File: config.mk
export PLATFORM = sky130hd
export DESIGN_NAME = mult_job_sequencer
export DESIGN_NICKNAME = d
export VERILOG_FILES = /design/src/rtl/mult_job_sequencer.sv
export SDC_FILE = /design/constraint.sdc
export NUM_CORES = 1
export LEC_CHECK = 0
export ABC_AREA = 1
export CAP_MARGIN = 15
export CORE_UTILIZATION = 40
export DETAILED_ROUTE_END_ITERATION = 6
export GPL_TIMING_DRIVEN = 0
export PLACE_DENSITY = 0.6
export SLEW_MARGIN = 0
export SYNTH_ARGS = -nofsm -noshare
export SYNTH_HDL_FRONTEND = slang
export SYNTH_SLANG_ARGS = --single-unit
File: constraint.sdc
create_clock -name i_clk -period 3.1 [get_ports i_clk]
set_input_delay 0.775 -clock i_clk [delete_from_list [all_inputs] [get_ports i_clk]]
set_output_delay 0.775 -clock i_clk [all_outputs]
set_load 0.02 [all_outputs]
File: src/rtl/mult_job_sequencer.sv
// Job front-end for the self-timed 4x4 shift/add multiplier: operand FIFO, Finish handshake, held result.
// Optional macro MULT_SEQ_CHECK_EN adds a local product cross-check driving o_out_mismatch.
module mult_job_sequencer #(
  parameter int DEPTH   = 4,
  parameter int TIMEOUT = 63
) (
  input  logic       i_clk,
  input  logic       i_reset,
  input  logic       i_in_valid,
  output logic       o_in_ready,
  input  logic [3:0] i_in_a,
  input  logic [3:0] i_in_b,
  output logic       o_mul_start,
  output logic [3:0] o_mul_a,
  output logic [3:0] o_mul_b,
  input  logic       i_mul_finish,
  input  logic [7:0] i_mul_product,
  output logic       o_out_valid,
  input  logic       i_out_ready,
  output logic [7:0] o_out_product,
  output logic       o_out_err,
  output logic       o_out_mismatch,
  output logic       o_busy
);

  localparam int              AW      = $clog2(DEPTH);
  localparam logic [5:0]      TMO_MAX = 6'(TIMEOUT);
  localparam logic [AW:0]     PTR_ONE = (AW+1)'(1);

  typedef enum logic [2:0] {
    S_IDLE    = 3'd0,
    S_ISSUE   = 3'd1,
    S_DRAIN   = 3'd2,
    S_CAPTURE = 3'd3,
    S_ABORT   = 3'd4
  } state_t;

  state_t      r_state;
  state_t      w_state_nxt;

  logic [3:0]  r_mem_a [DEPTH];
  logic [3:0]  r_mem_b [DEPTH];
  logic [AW:0] r_wptr;
  logic [AW:0] r_rptr;
  logic        w_full;
  logic        w_empty;
  logic        w_push;
  logic        w_pop;

  logic        r_fin_meta;
  logic        r_fin_s;
  logic        r_fin_q;
  logic        w_rise;
  logic        w_fall;

  logic [5:0]  r_tmo;
  logic        w_tmo_hit;
  logic        w_clr_start;
  logic        w_capture;
  logic        w_abort;

  logic        r_mul_start;
  logic [3:0]  r_mul_a;
  logic [3:0]  r_mul_b;
  logic        r_out_valid;
  logic [7:0]  r_out_product;
  logic        r_out_err;

  assign w_empty   = (r_wptr == r_rptr);
  assign w_full    = (r_wptr[AW] != r_rptr[AW]) && (r_wptr[AW-1:0] == r_rptr[AW-1:0]);
  assign w_push    = i_in_valid && !w_full;
  assign w_rise    = r_fin_s && !r_fin_q;
  assign w_fall    = !r_fin_s && r_fin_q;
  assign w_tmo_hit = (r_tmo == TMO_MAX);

  // Finish crosses from the multiplier's self-timed domain: two-flop sync plus edge-detect stage.
  always_ff @(posedge i_clk) begin
    if (i_reset) begin
      r_fin_meta <= 1'b0;
      r_fin_s    <= 1'b0;
      r_fin_q    <= 1'b0;
    end else begin
      r_fin_meta <= i_mul_finish;
      r_fin_s    <= r_fin_meta;
      r_fin_q    <= r_fin_s;
    end
  end

  // Operand storage; contents are don't-care until a pointer covers them.
  always_ff @(posedge i_clk) begin
    if (w_push) begin
      r_mem_a[r_wptr[AW-1:0]] <= i_in_a;
      r_mem_b[r_wptr[AW-1:0]] <= i_in_b;
    end
  end

  // FIFO pointers carry an extra wrap bit so full and empty are distinguishable.
  always_ff @(posedge i_clk) begin
    if (i_reset) begin
      r_wptr <= '0;
      r_rptr <= '0;
    end else begin
      if (w_push) begin
        r_wptr <= r_wptr + PTR_ONE;
      end
      if (w_pop) begin
        r_rptr <= r_rptr + PTR_ONE;
      end
    end
  end

  // FSM state register.
  always_ff @(posedge i_clk) begin
    if (i_reset) begin
      r_state <= S_IDLE;
    end else begin
      r_state <= w_state_nxt;
    end
  end

  // Next-state and per-cycle control strobes; a job is only popped when the output slot is free.
  always_comb begin
    w_state_nxt = r_state;
    w_pop       = 1'b0;
    w_clr_start = 1'b0;
    w_capture   = 1'b0;
    w_abort     = 1'b0;
    case (r_state)
      S_IDLE: begin
        if (!w_empty && (!r_out_valid || i_out_ready)) begin
          w_pop       = 1'b1;
          w_state_nxt = S_ISSUE;
        end else begin
          w_state_nxt = S_IDLE;
        end
      end
      S_ISSUE: begin
        if (w_tmo_hit) begin
          w_state_nxt = S_ABORT;
        end else if (w_rise) begin
          w_clr_start = 1'b1;
          w_state_nxt = S_DRAIN;
        end else begin
          w_state_nxt = S_ISSUE;
        end
      end
      S_DRAIN: begin
        if (w_tmo_hit) begin
          w_state_nxt = S_ABORT;
        end else if (w_fall) begin
          w_state_nxt = S_CAPTURE;
        end else begin
          w_state_nxt = S_DRAIN;
        end
      end
      S_CAPTURE: begin
        w_capture   = 1'b1;
        w_state_nxt = S_IDLE;
      end
      S_ABORT: begin
        w_abort     = 1'b1;
        w_state_nxt = S_IDLE;
      end
      default: begin
        w_state_nxt = S_IDLE;
      end
    endcase
  end

  // Multiplier drive: operands stay frozen for the whole job; tmo measures ISSUE+DRAIN time.
  always_ff @(posedge i_clk) begin
    if (i_reset) begin
      r_mul_start <= 1'b0;
      r_mul_a     <= 4'h0;
      r_mul_b     <= 4'h0;
      r_tmo       <= 6'd0;
    end else begin
      if (w_pop) begin
        r_mul_start <= 1'b1;
        r_mul_a     <= r_mem_a[r_rptr[AW-1:0]];
        r_mul_b     <= r_mem_b[r_rptr[AW-1:0]];
      end else if (w_clr_start || w_abort) begin
        r_mul_start <= 1'b0;
      end
      if (w_pop) begin
        r_tmo <= 6'd0;
      end else if ((r_state == S_ISSUE) || (r_state == S_DRAIN)) begin
        r_tmo <= r_tmo + 6'd1;
      end
    end
  end

  // Result holding register; a fresh load takes priority over the consumer's acknowledge.
  always_ff @(posedge i_clk) begin
    if (i_reset) begin
      r_out_valid   <= 1'b0;
      r_out_product <= 8'h00;
      r_out_err     <= 1'b0;
    end else if (w_capture) begin
      r_out_valid   <= 1'b1;
      r_out_product <= i_mul_product;
      r_out_err     <= 1'b0;
    end else if (w_abort) begin
      r_out_valid   <= 1'b1;
      r_out_product <= 8'h00;
      r_out_err     <= 1'b1;
    end else if (i_out_ready) begin
      r_out_valid   <= 1'b0;
    end
  end

`ifdef MULT_SEQ_CHECK_EN
  logic [7:0] w_ref_product;
  logic       r_out_mismatch;

  assign w_ref_product = {4'h0, r_mul_a} * {4'h0, r_mul_b};

  // Cross-check flag travels with the product it describes.
  always_ff @(posedge i_clk) begin
    if (i_reset) begin
      r_out_mismatch <= 1'b0;
    end else if (w_capture) begin
      r_out_mismatch <= (i_mul_product != w_ref_product);
    end else if (w_abort) begin
      r_out_mismatch <= 1'b0;
    end
  end

  assign o_out_mismatch = r_out_mismatch;
`else
  assign o_out_mismatch = 1'b0;
`endif

  assign o_in_ready    = !w_full;
  assign o_mul_start   = r_mul_start;
  assign o_mul_a       = r_mul_a;
  assign o_mul_b       = r_mul_b;
  assign o_out_valid   = r_out_valid;
  assign o_out_product = r_out_product;
  assign o_out_err     = r_out_err;
  assign o_busy        = (r_state != S_IDLE) || !w_empty;

endmodule

Yosys cells after proc, flatten, opt, wreduce, memory -nomap -nowiden:

Memories as Yosys holds them, arrays and structs flattened. A register that Yosys moved wholly into a read port is not among the register bits.
Index checks and enable logic that the tools add are counted.

* register bits after elaboration: 29
* bits in latches: 0
* RAM bits: 32
* bits in read-only memories: 0
* input port bits: 21
* output and inout bits: 22
* word-level logic and storage cells: 67
* memories: 2

Memory list
* r_mem_a: depth 4, width 4, read ports 1, clocked after memory_dff 1, wr ports 1, RTL line 41 `logic [3:0] r_mem_a [DEPTH];`
* r_mem_b: depth 4, width 4, read ports 1, clocked after memory_dff 1, wr ports 1, RTL line 42 `logic [3:0] r_mem_b [DEPTH];`

* add/sub/neg operators: 3
* multipliers: 0
* div/mod/pow operators: 0
* $lt $le $gt $ge: 0
* equality and inequality tests: 8
* shifts and indexed selects: 0
* muxes and demuxes: 22
* bitwise gates (word level): 0
* reductions and logical operators: 21

Operators by type and width (number)
* 1-bit 2-to-1 mux: 16
* 8-bit 2-to-1 mux: 2
* 3-bit one-hot mux with 3 select lines: 1
* 3-bit by 1-bit adder with 3-bit output, second input constant: 2
* 6-bit by 1-bit adder with 6-bit output, second input constant: 1
* 3-bit by 2-bit == test with 1-bit output, second input constant: 2
* 6-bit == test, second input constant: 1
* 3-bit 2-to-1 mux: 2
* 3-bit nonzero test: 2
* 1-bit logical AND: 5
* 1-bit zero test: 5
* 1-bit logical OR: 4
* 2-bit nonzero test: 2
* 2-bit OR reduction: 2
* 3-bit by 1-bit == test with 1-bit output, second input constant: 1
* 3-bit == test: 1
* 3-bit == test, second input constant: 1
* 3-bit zero test: 1
* 2-bit == test: 1
* 2-bit 2-to-1 mux: 1
* 1-bit != test: 1

Depth between registers and ports, before layout:

Gate-level depths: netlist of run 1.

* depth in word-level cells: 8
* depth in mapped cells: 10
* gate-level depth less buffers: 8

Worst setup path before layout of run 1:

No wires, ideal clock.

* path type: reg-to-output
* start: register r_rptr[1]
* end: output port o_busy
* arrival time: 1183 ps
* data required time: 2325 ps
* path slack: 1142 ps
* cell stages (with the launch flop): 7
* path buffers: 2
* cell sequence: dfxtp_1 buf_4 nand2_2 nand2_2 nand3_4 buf_6 or2_1

* word-level cells in the longest chain between the ends: 3

Ends and longest elaborated chain
* start: declaration: RTL line 44 `logic [AW:0] r_rptr;`
* start signal: assignment: RTL line 107 `r_rptr <= r_rptr + PTR_ONE;`
* 3-bit == test: RTL line 69 `assign w_empty = (r_wptr == r_rptr);`
* 1-bit zero test: RTL line 241 `assign o_busy = (r_state != S_IDLE) || !w_empty;`
* 1-bit logical OR: RTL line 241
* end: declaration: RTL line 23 `output logic o_busy`

Every way passes these cells.

Worst setup path in the final report of run 1:

Same ends and word-level chain as after synthesis.

==> results.toml, run 1 <==
[flow_run]
drv_cap = 0

[finish]
final_cell_mix = "nand2_1, inv_1, nand3_1"
layout_commonest_cell = "nand2_1"
fin_nets = 447
drive_above_1_share = 0.111
diodes = 0
area_growth_pct = 22.5

[pwr]
p_leak_nw = 1.70
vdd_ir_drop_max_uv = 302
finalPower_mw = 3.03
powerDensity_mw_per_mm2 = 788

[status]
status = "finished, final reports clean"

[critical_path]
required_ns = 2.32
end_kind = "output pin"
cp-endpoint = "o_busy"
cp_common_cell = "nand2_2"
path_depth = 7
crit_chain = "buf_4, nand2_2, nand2_2, nand3_4, buf_6, or2_1, clkdlybuf4s50_1"
cp_slowest_cell = "clkdlybuf4s50_1"
max_stage_delay_ns = 0.53
cp-startpoint = "r_rptr[1]"
r2r_end = "r_mem_b[3][3]"
crit_buf_inv = 3
cp.arrival_ns = 2.10
r2r_start = "r_wptr[1]"
rrSetupSlack_ns = 1.14
critPathTopFamily = "buffers and inverters"
crit_fanout = 10
ff2ff_path_depth = 6
start_kind = "flip-flop"
critical_path_class = "reg -> out"

[synthesis]
syn_area_per_cell_um2 = 8.51
ys_ff_latch = 69
yosysWarnings = 0
ys_types = 32
seq_area_frac_synth = 0.542
synth_nets = 396
syn_inst = 369
syn_area_mm2 = 0.00314

[floorplanning]
ioPinCount = 43
die_h_um = 90.6
die_area_mm2 = 0.00821
fp-row-count = 31
core_area_mm2 = 0.00741
start_util = 0.424
die_w_um = 90.6

[clock_network]
cts_tree = "yes"
cts-buffers-inserted = 9
cts.sinks = 69
clock_latency_ns = 0.35
path_clk_slew_ns = 0.07
ctsHoldBuffers = 0
post_cts_buffers = 0
cts.repair.resized = 0
root_buffer = "clkbuf_8"
htreeDepth = 3
clock_path_buffers = 2

[sta]
drv_slew = 0
fmax_mhz = 347
tns_ns = 0
min_period_ns = 2.88
fin_skew_ns = 0.0112
finalHoldViolations = 0
max_slew.worst_pin.slew_ns = 0.831
rsz0062_at_grt = "false"
setup_viol = 0
finalCritPeriodShare = 0.929
relSlewSlack = 0.444

[route]
via_count = 2349
drc_errors = 0
wl_um = 5950
drtIter0Drc = 95
wl_per_cell_um = 11.4
vias_per_cell = 4.48
drtPass1Iterations = 4
final_antenna_net_count = 0

[placement]
dp_hpwl_um = 4120
portBuffers = 40
finalWeightedCongestion = 0.734

[grt]
grt_pass1_wl_um = 9970
gr-total-overflow = 0
use_met3 = 0.0497
grt_use_total = 0.159
busiest_layer = "met2"
grt_max_degree = 12
antenna_found_initial = 0
grt_pass1_vias = 2148
use_met1 = 0.211
grtUsageMet2 = 0.230

[hold_path]
min_path_type = "reg -> reg"
worst min-delay path: cells and delay by family (launching register included):
kind                   cells  cell delay (ns)
buffers and inverters      1             0.04
and+or+nand+nor            1             0.03
DFF                        1             0.30
Yosys cell counts:
library cell	n	area (um^2)
nor2_1	29	109
or2_0	1	6.26
nand2_4	1	11.3
dfxtp_1	37	741
buf_4	4	30.0
a21oi_1	17	85.1
o21bai_1	1	7.51
nand2_2	3	18.8
conb_1	1	3.75
inv_4	1	6.26
nor3_1	2	10.0
nand2_1	89	334
edfxtp_1	32	961
buf_2	2	10.0
xor2_1	3	26.3
inv_1	65	244
xnor2_1	1	8.76
nand3_2	2	20.0
o21ai_0	1	5.00
nor2_2	11	68.8
or2_1	1	6.26
ha_1	6	75.1
inv_2	3	11.3
nand3_1	42	210
xnor2_2	1	16.3
buf_6	4	45.0
o31ai_1	1	7.51
nand3b_1	4	30.0
buf_1	1	3.75
nand4_1	1	6.26
clkinv_1	1	3.75
nand3_4	1	17.5
per-stage QoR:
stage	instance area (um^2)	instances	setup slack, ns	hold WS (ns)	utilization
4_1_cts	3840	524	0.197	0.405	0.519
6_report	3840	524	0.220	0.406	0.519
5_1_grt	3840	524	0.108	0.425	0.519
3_5_place_dp	3660	508	0.537	0.396	0.495
2_1_floorplan	3140	369	1.14	0.388	-
3_3_place_gp	3660	508	0.535	0.397	0.495
where the power goes:
group / total, mW / switching (mW) / internal [mW]
registers: 1.15 / 0.0760 / 1.07
logic: 1.19 / 0.706 / 0.485
clock network: 0.687 / 0.324 / 0.363
total: 3.03 / 1.11 / 1.92
routing by layer:
layer	vias to the layer above	wire [um]
met3	13	339
met1	1039	2980
met4	0	154
met5	-	0
li1	1249	-
met2	48	2480
flip-flops by register name (all words and copies together) (netlist names):
name	cells
o_mul_a	4
o_out_err	1
r_tmo	6
r_mem_b	16
r_fin_q	1
r_fin_s	1
o_out_valid	1
r_fin_meta	1
r_wptr	3
r_state	3
r_mem_a	16
r_rptr	3
o_out_product	8
o_mul_b	4
o_mul_start	1
layout make-up:
class / count / area, um^2
Fill cell: 705 / 3560
Sequential cell: 69 / 1700
Multi-Input combinational cell: 219 / 1080
Timing Repair Buffer: 40 / 400
Inverter: 70 / 265
Clock buffer: 10 / 128
Tap cell: 99 / 124
Buffer: 11 / 88.8
Clock inverter: 6 / 53.8
how the worst min path moves through the flow:
stage,start,endpoint,cells past startpoint
2_1_floorplan,r_fin_meta,r_fin_s,2
3_3_place_gp,r_fin_meta,r_fin_s,2
3_5_place_dp,r_fin_meta,r_fin_s,2
4_1_cts,r_fin_meta,r_fin_s,2
5_1_grt,r_fin_meta,r_fin_s,2
6_report,r_fin_meta,r_fin_s,2
logic make-up after synthesis:
kind of cell / Yosys count / share of synthesized area
AND/OR/NAND/NOR: 187 / 0.270
flip-flops: 69 / 0.542
AO/OA/AOI/OAI: 20 / 0.0335
XOR/XNOR: 5 / 0.0163
other: 1 / 0.00119
adder cells (fa/ha/maj): 6 / 0.0239
buffers and inverters: 81 / 0.113
No activity file was read; power rests on OpenSTA's default activity.
==> run 2: changes to the inputs <==
CTS_CLUSTER_SIZE = 30   (was not set)
SETUP_SLACK_MARGIN = 0.2   (was not set)
==> run 2 against run 1 <==
  * Final area barely moved
  * Combinational power barely moved
  * Non-clock buffer count did not move
  * Highest routed layer unchanged
==> results.toml, run 2 (synthesized netlist as in run 1, its figures left out) <==
[status]
status = "finished, final reports clean"

[floorplanning]
die_w_um = 90.6
ioPinCount = 43
die_area_mm2 = 0.00821
fp-row-count = 31
die_h_um = 90.6
core_area_mm2 = 0.00741
start_util = 0.424

[clock_network]
cts-buffers-inserted = 9
ctsHoldBuffers = 0
post_cts_buffers = 0
htreeDepth = 3
cts_tree = "yes"
path_clk_slew_ns = 0.07
clock_path_buffers = 2
clock_latency_ns = 0.35
root_buffer = "clkbuf_8"
cts.sinks = 69

[placement]
finalWeightedCongestion = 0.734
dp_hpwl_um = 4120
postPlaceCellArea_mm2 = 0.00366
portBuffers = 40

[sta]
finalHoldViolations = 0
rsz0062_at_grt = "false"
tns_ns = 0
min_period_ns = 2.66
fin_hold_ws_ns = 0.406
finalCritPeriodShare = 0.858
fmax_mhz = 376
relSlewSlack = 0.444
setup_viol = 0
drv_slew = 0
fin_skew_ns = 0.0112
max_slew.worst_pin.slew_ns = 0.831

[finish]
fin_nets = 447
design_area_mm2 = 0.00384
area_growth_pct = 22.4
layout_commonest_cell = "nand2_1"
final_cell_mix = "nand2_1, inv_1, nand3_1"
diodes = 0
drive_above_1_share = 0.111
n_fill_cell = 706

[route]
vias_per_cell = 4.48
drtPass1Iterations = 4
drtIter0Drc = 95
final_antenna_net_count = 0
wl_per_cell_um = 11.4
via_count = 2349
wl_um = 5950
drc_errors = 0

[critical_path]
cp_common_cell = "nand2_2"
required_ns = 2.32
end_kind = "output pin"
crit_chain = "buf_4, nand2_2, nand2_2, nand3_4, buf_6, or2_1, dlygate4sd2_1"
cp_slowest_cell = "dfxtp_1"
crit_buf_inv = 3
cp.arrival_ns = 1.88
crit_fanout = 10
critical_path_class = "reg -> out"
max_stage_delay_ns = 0.37
start_kind = "flip-flop"
critPathTopFamily = "buffers and inverters"

[flow_run]
drv_cap = 0

[grt]
grt_max_degree = 12
grt_pass1_vias = 2148
grt_use_total = 0.159
antenna_found_initial = 0
grt_pass1_wl_um = 9970
gr-total-overflow = 0

[hold_path]
min_path_type = "reg -> reg"

[pwr]
p_leak_nw = 1.70
vdd_ir_drop_max_uv = 302
powerDensity_mw_per_mm2 = 786
run 2: cell types whose count changed in the layout (fill, tap and decap cells not counted):
cell,before,now
clkdlybuf4s50_1,40,39
dlygate4sd2_1,0,1
run 2: final timing paths:
| path | start | to | slack, ns | depth (start not counted) |
|---|---|---|---|---|
| max | r_rptr[1] | o_busy | 0.44 | 7 |
| min | r_fin_meta | r_fin_s | 0.41 | 2 |
| max reg2reg | r_wptr[1] | r_mem_b[3][3] | 1.14 | 6 |
| min reg2reg | r_fin_meta | r_fin_s | 0.41 | 2 |
run 2: final cells by class:
| cell class | instances | area (um^2) | share of cell area |
|---|---|---|---|
| Inverter | 70 | 265 | 0.0690 |
| Buffer | 11 | 88.8 | 0.0231 |
| Multi-Input combinational cell | 219 | 1080 | 0.282 |
| Clock inverter | 6 | 53.8 | 0.0140 |
| Tap cell | 99 | 124 | 0.0322 |
| Clock buffer | 10 | 128 | 0.0332 |
| Timing Repair Buffer | 40 | 399 | 0.104 |
| Sequential cell | 69 | 1700 | 0.443 |
run 2: through the flow:
stage	power (mW)	cells	worst slack [ns]	util
after global placement	2.36	508	0.535	0.495
final	3.02	524	0.442	0.519
after floorplan	2.01	369	1.14	-
after global routing	3.23	524	0.334	0.519
after CTS	3.05	524	0.419	0.519
after detailed placement	2.37	508	0.537	0.495
run 2: worst min-delay path: stages, from the launching register on:
cell,delay (ns)
dfxtp_1,0.30
inv_1,0.04
nor2_1,0.03
run 2: timing repair:
action                     CTS  global route
resized for setup            1             0
hold endpoints to repair     0             0
setup endpoints to repair    1             0
run 2: where the power goes:
part	internal [mW]	total, mW	switching (mW)
combinational	0.478	1.18	0.706
sequential	1.07	1.15	0.0760
clock	0.363	0.687	0.324
total	1.92	3.02	1.11
run 2: metal layers:
layer,global-route usage,part of all wire,up-vias
met2,0.230,0.42,48
met4,0.0887,0.026,0
met1,0.211,0.50,1039
li1,-,-,1249
met5,0,0,-
met3,0.0497,0.057,13
==> run 3: changes to the inputs <==
SKIP_CTS_REPAIR_TIMING = 1   (was not set)
==> run 3 against run 2 <==
  * Critical path depth is 2 lower
  * Via count rose by 0.38%
  * Global-route usage unchanged
  * Worst setup slack improved by 0.049 ns
  * Wire length fell by 0.12%
  * Core utilization increased by 0.051 points
  * Clock skew is essentially flat
  * Cell count is the same
  * Clock power barely moved
  * Hold slack unchanged
  * Critical path type unchanged
  * Highest routed layer unchanged
==> results.toml, run 3 (synthesized netlist as in run 1, its figures left out) <==
[critical_path]
rrSetupSlack_ns = 1.14
crit_buf_inv = 2
cp_slowest_cell = "clkdlybuf4s50_1"
critPathTopFamily = "buffers and inverters"
cp-endpoint = "o_in_ready"
required_ns = 2.32
crit_fanout = 10
cp-startpoint = "r_rptr[1]"
ff2ff_path_depth = 6
r2r_start = "r_wptr[1]"
start_kind = "flip-flop"
cp.arrival_ns = 1.83
critical_path_class = "reg -> out"
cp_common_cell = "nand2_2"
path_depth = 5
r2r_end = "r_mem_b[3][3]"
end_kind = "output pin"
max_stage_delay_ns = 0.58
crit_chain = "buf_4, nand2_2, nand2_2, nand3_2, clkdlybuf4s50_1"

[clock_network]
htreeDepth = 3
path_clk_slew_ns = 0.07
cts.sinks = 69
clock_path_buffers = 2
cts_tree = "yes"
root_buffer = "clkbuf_8"
clock_latency_ns = 0.35
cts-buffers-inserted = 9

[finish]
diodes = 0
drive_above_1_share = 0.111
fin_nets = 447
area_growth_pct = 22.6
layout_commonest_cell = "nand2_1"
final_cell_mix = "nand2_1, inv_1, nand3_1"
post-route-util = 0.519

[route]
via_count = 2358
final_antenna_net_count = 0
drtPass1Iterations = 4
vias_per_cell = 4.50
wl_um = 5950
drc_errors = 0
wl_per_cell_um = 11.3
drtIter0Drc = 95

[sta]
fin_hold_ws_ns = 0.406
tns_ns = 0
rsz0062_at_grt = "false"
drv_slew = 0
setup_viol = 0
fin_skew_ns = 0.0114
fmax_mhz = 383
finalHoldViolations = 0
finalCritPeriodShare = 0.842
max_slew.worst_pin.slew_ns = 0.826
relSlewSlack = 0.447
min_period_ns = 2.61

[grt]
grt_max_degree = 12
grt_use_total = 0.159
antenna_found_initial = 0
grt_pass1_vias = 2148
gr-total-overflow = 0
grt_pass1_wl_um = 9970

[floorplanning]
core_area_mm2 = 0.00741
die_h_um = 90.6
start_util = 0.424
ioPinCount = 43
die_area_mm2 = 0.00821
fp-row-count = 31
die_w_um = 90.6

[placement]
dp_hpwl_um = 4120
portBuffers = 40
finalWeightedCongestion = 0.734

[status]
status = "finished, final reports clean"

[hold_path]
min_path_type = "reg -> reg"

[pwr]
p_leak_nw = 1.70
vdd_ir_drop_max_uv = 303
powerDensity_mw_per_mm2 = 787

[flow_run]
drv_cap = 0
## run 3: cell count changes in the layout (fill, tap and decap cells not counted), sizes merged
cell / before / now
dlygate4sd2: 1 / 0
dlymetal6s2s: 0 / 1
## run 3: worst min-delay path: cells and delay by family, from the launching register on
family | cells | cell delay (ns)
AND/OR/NAND/NOR | 1 | 0.03
buffers and inverters | 1 | 0.04
flip-flops | 1 | 0.30
## run 3: layer usage
metal,GRT usage,routed length [um],up-vias
li1,-,-,1249
met1,0.211,3020,1047
met2,0.230,2480,49
met3,0.0497,291,13
met4,0.0887,154,0
met5,0,0,-
## run 3: area by class of cell
type,instances,area (um^2)
buffer,11,88.8
clock buffer,10,128
tap,99,124
multi-input combinational,219,1080
inverter,70,265
sequential,69,1700
fill,707,3560
clock inverter,6,53.8
timing repair buffer,40,403
## run 3: worst min-delay path by stage
stage                          start  cells after the start  slack, ns       to
after floorplan           r_fin_meta                      2       0.39  r_fin_s
after global placement    r_fin_meta                      2       0.40  r_fin_s
after detailed placement  r_fin_meta                      2       0.40  r_fin_s
after CTS                 r_fin_meta                      2       0.41  r_fin_s
after global routing      r_fin_meta                      2       0.42  r_fin_s
final                     r_fin_meta                      2       0.41  r_fin_s
## run 3: metrics by stage
step / cell area [um^2] / total power, mW / setup WS (ns) / instances
floorplan: 3140 / 2.01 / 1.14 / 369
global placement: 3660 / 2.36 / 0.535 / 508
detailed placement: 3660 / 2.37 / 0.537 / 508
CTS: 3840 / 3.06 / 0.197 / 524
global route: 3850 / 3.23 / 0.404 / 524
finish: 3850 / 3.03 / 0.491 / 524
## run 3: report_power, final
part	internal, mW	switching (mW)
Sequential	1.07	0.0765
Combinational	0.483	0.708
Clock	0.363	0.323
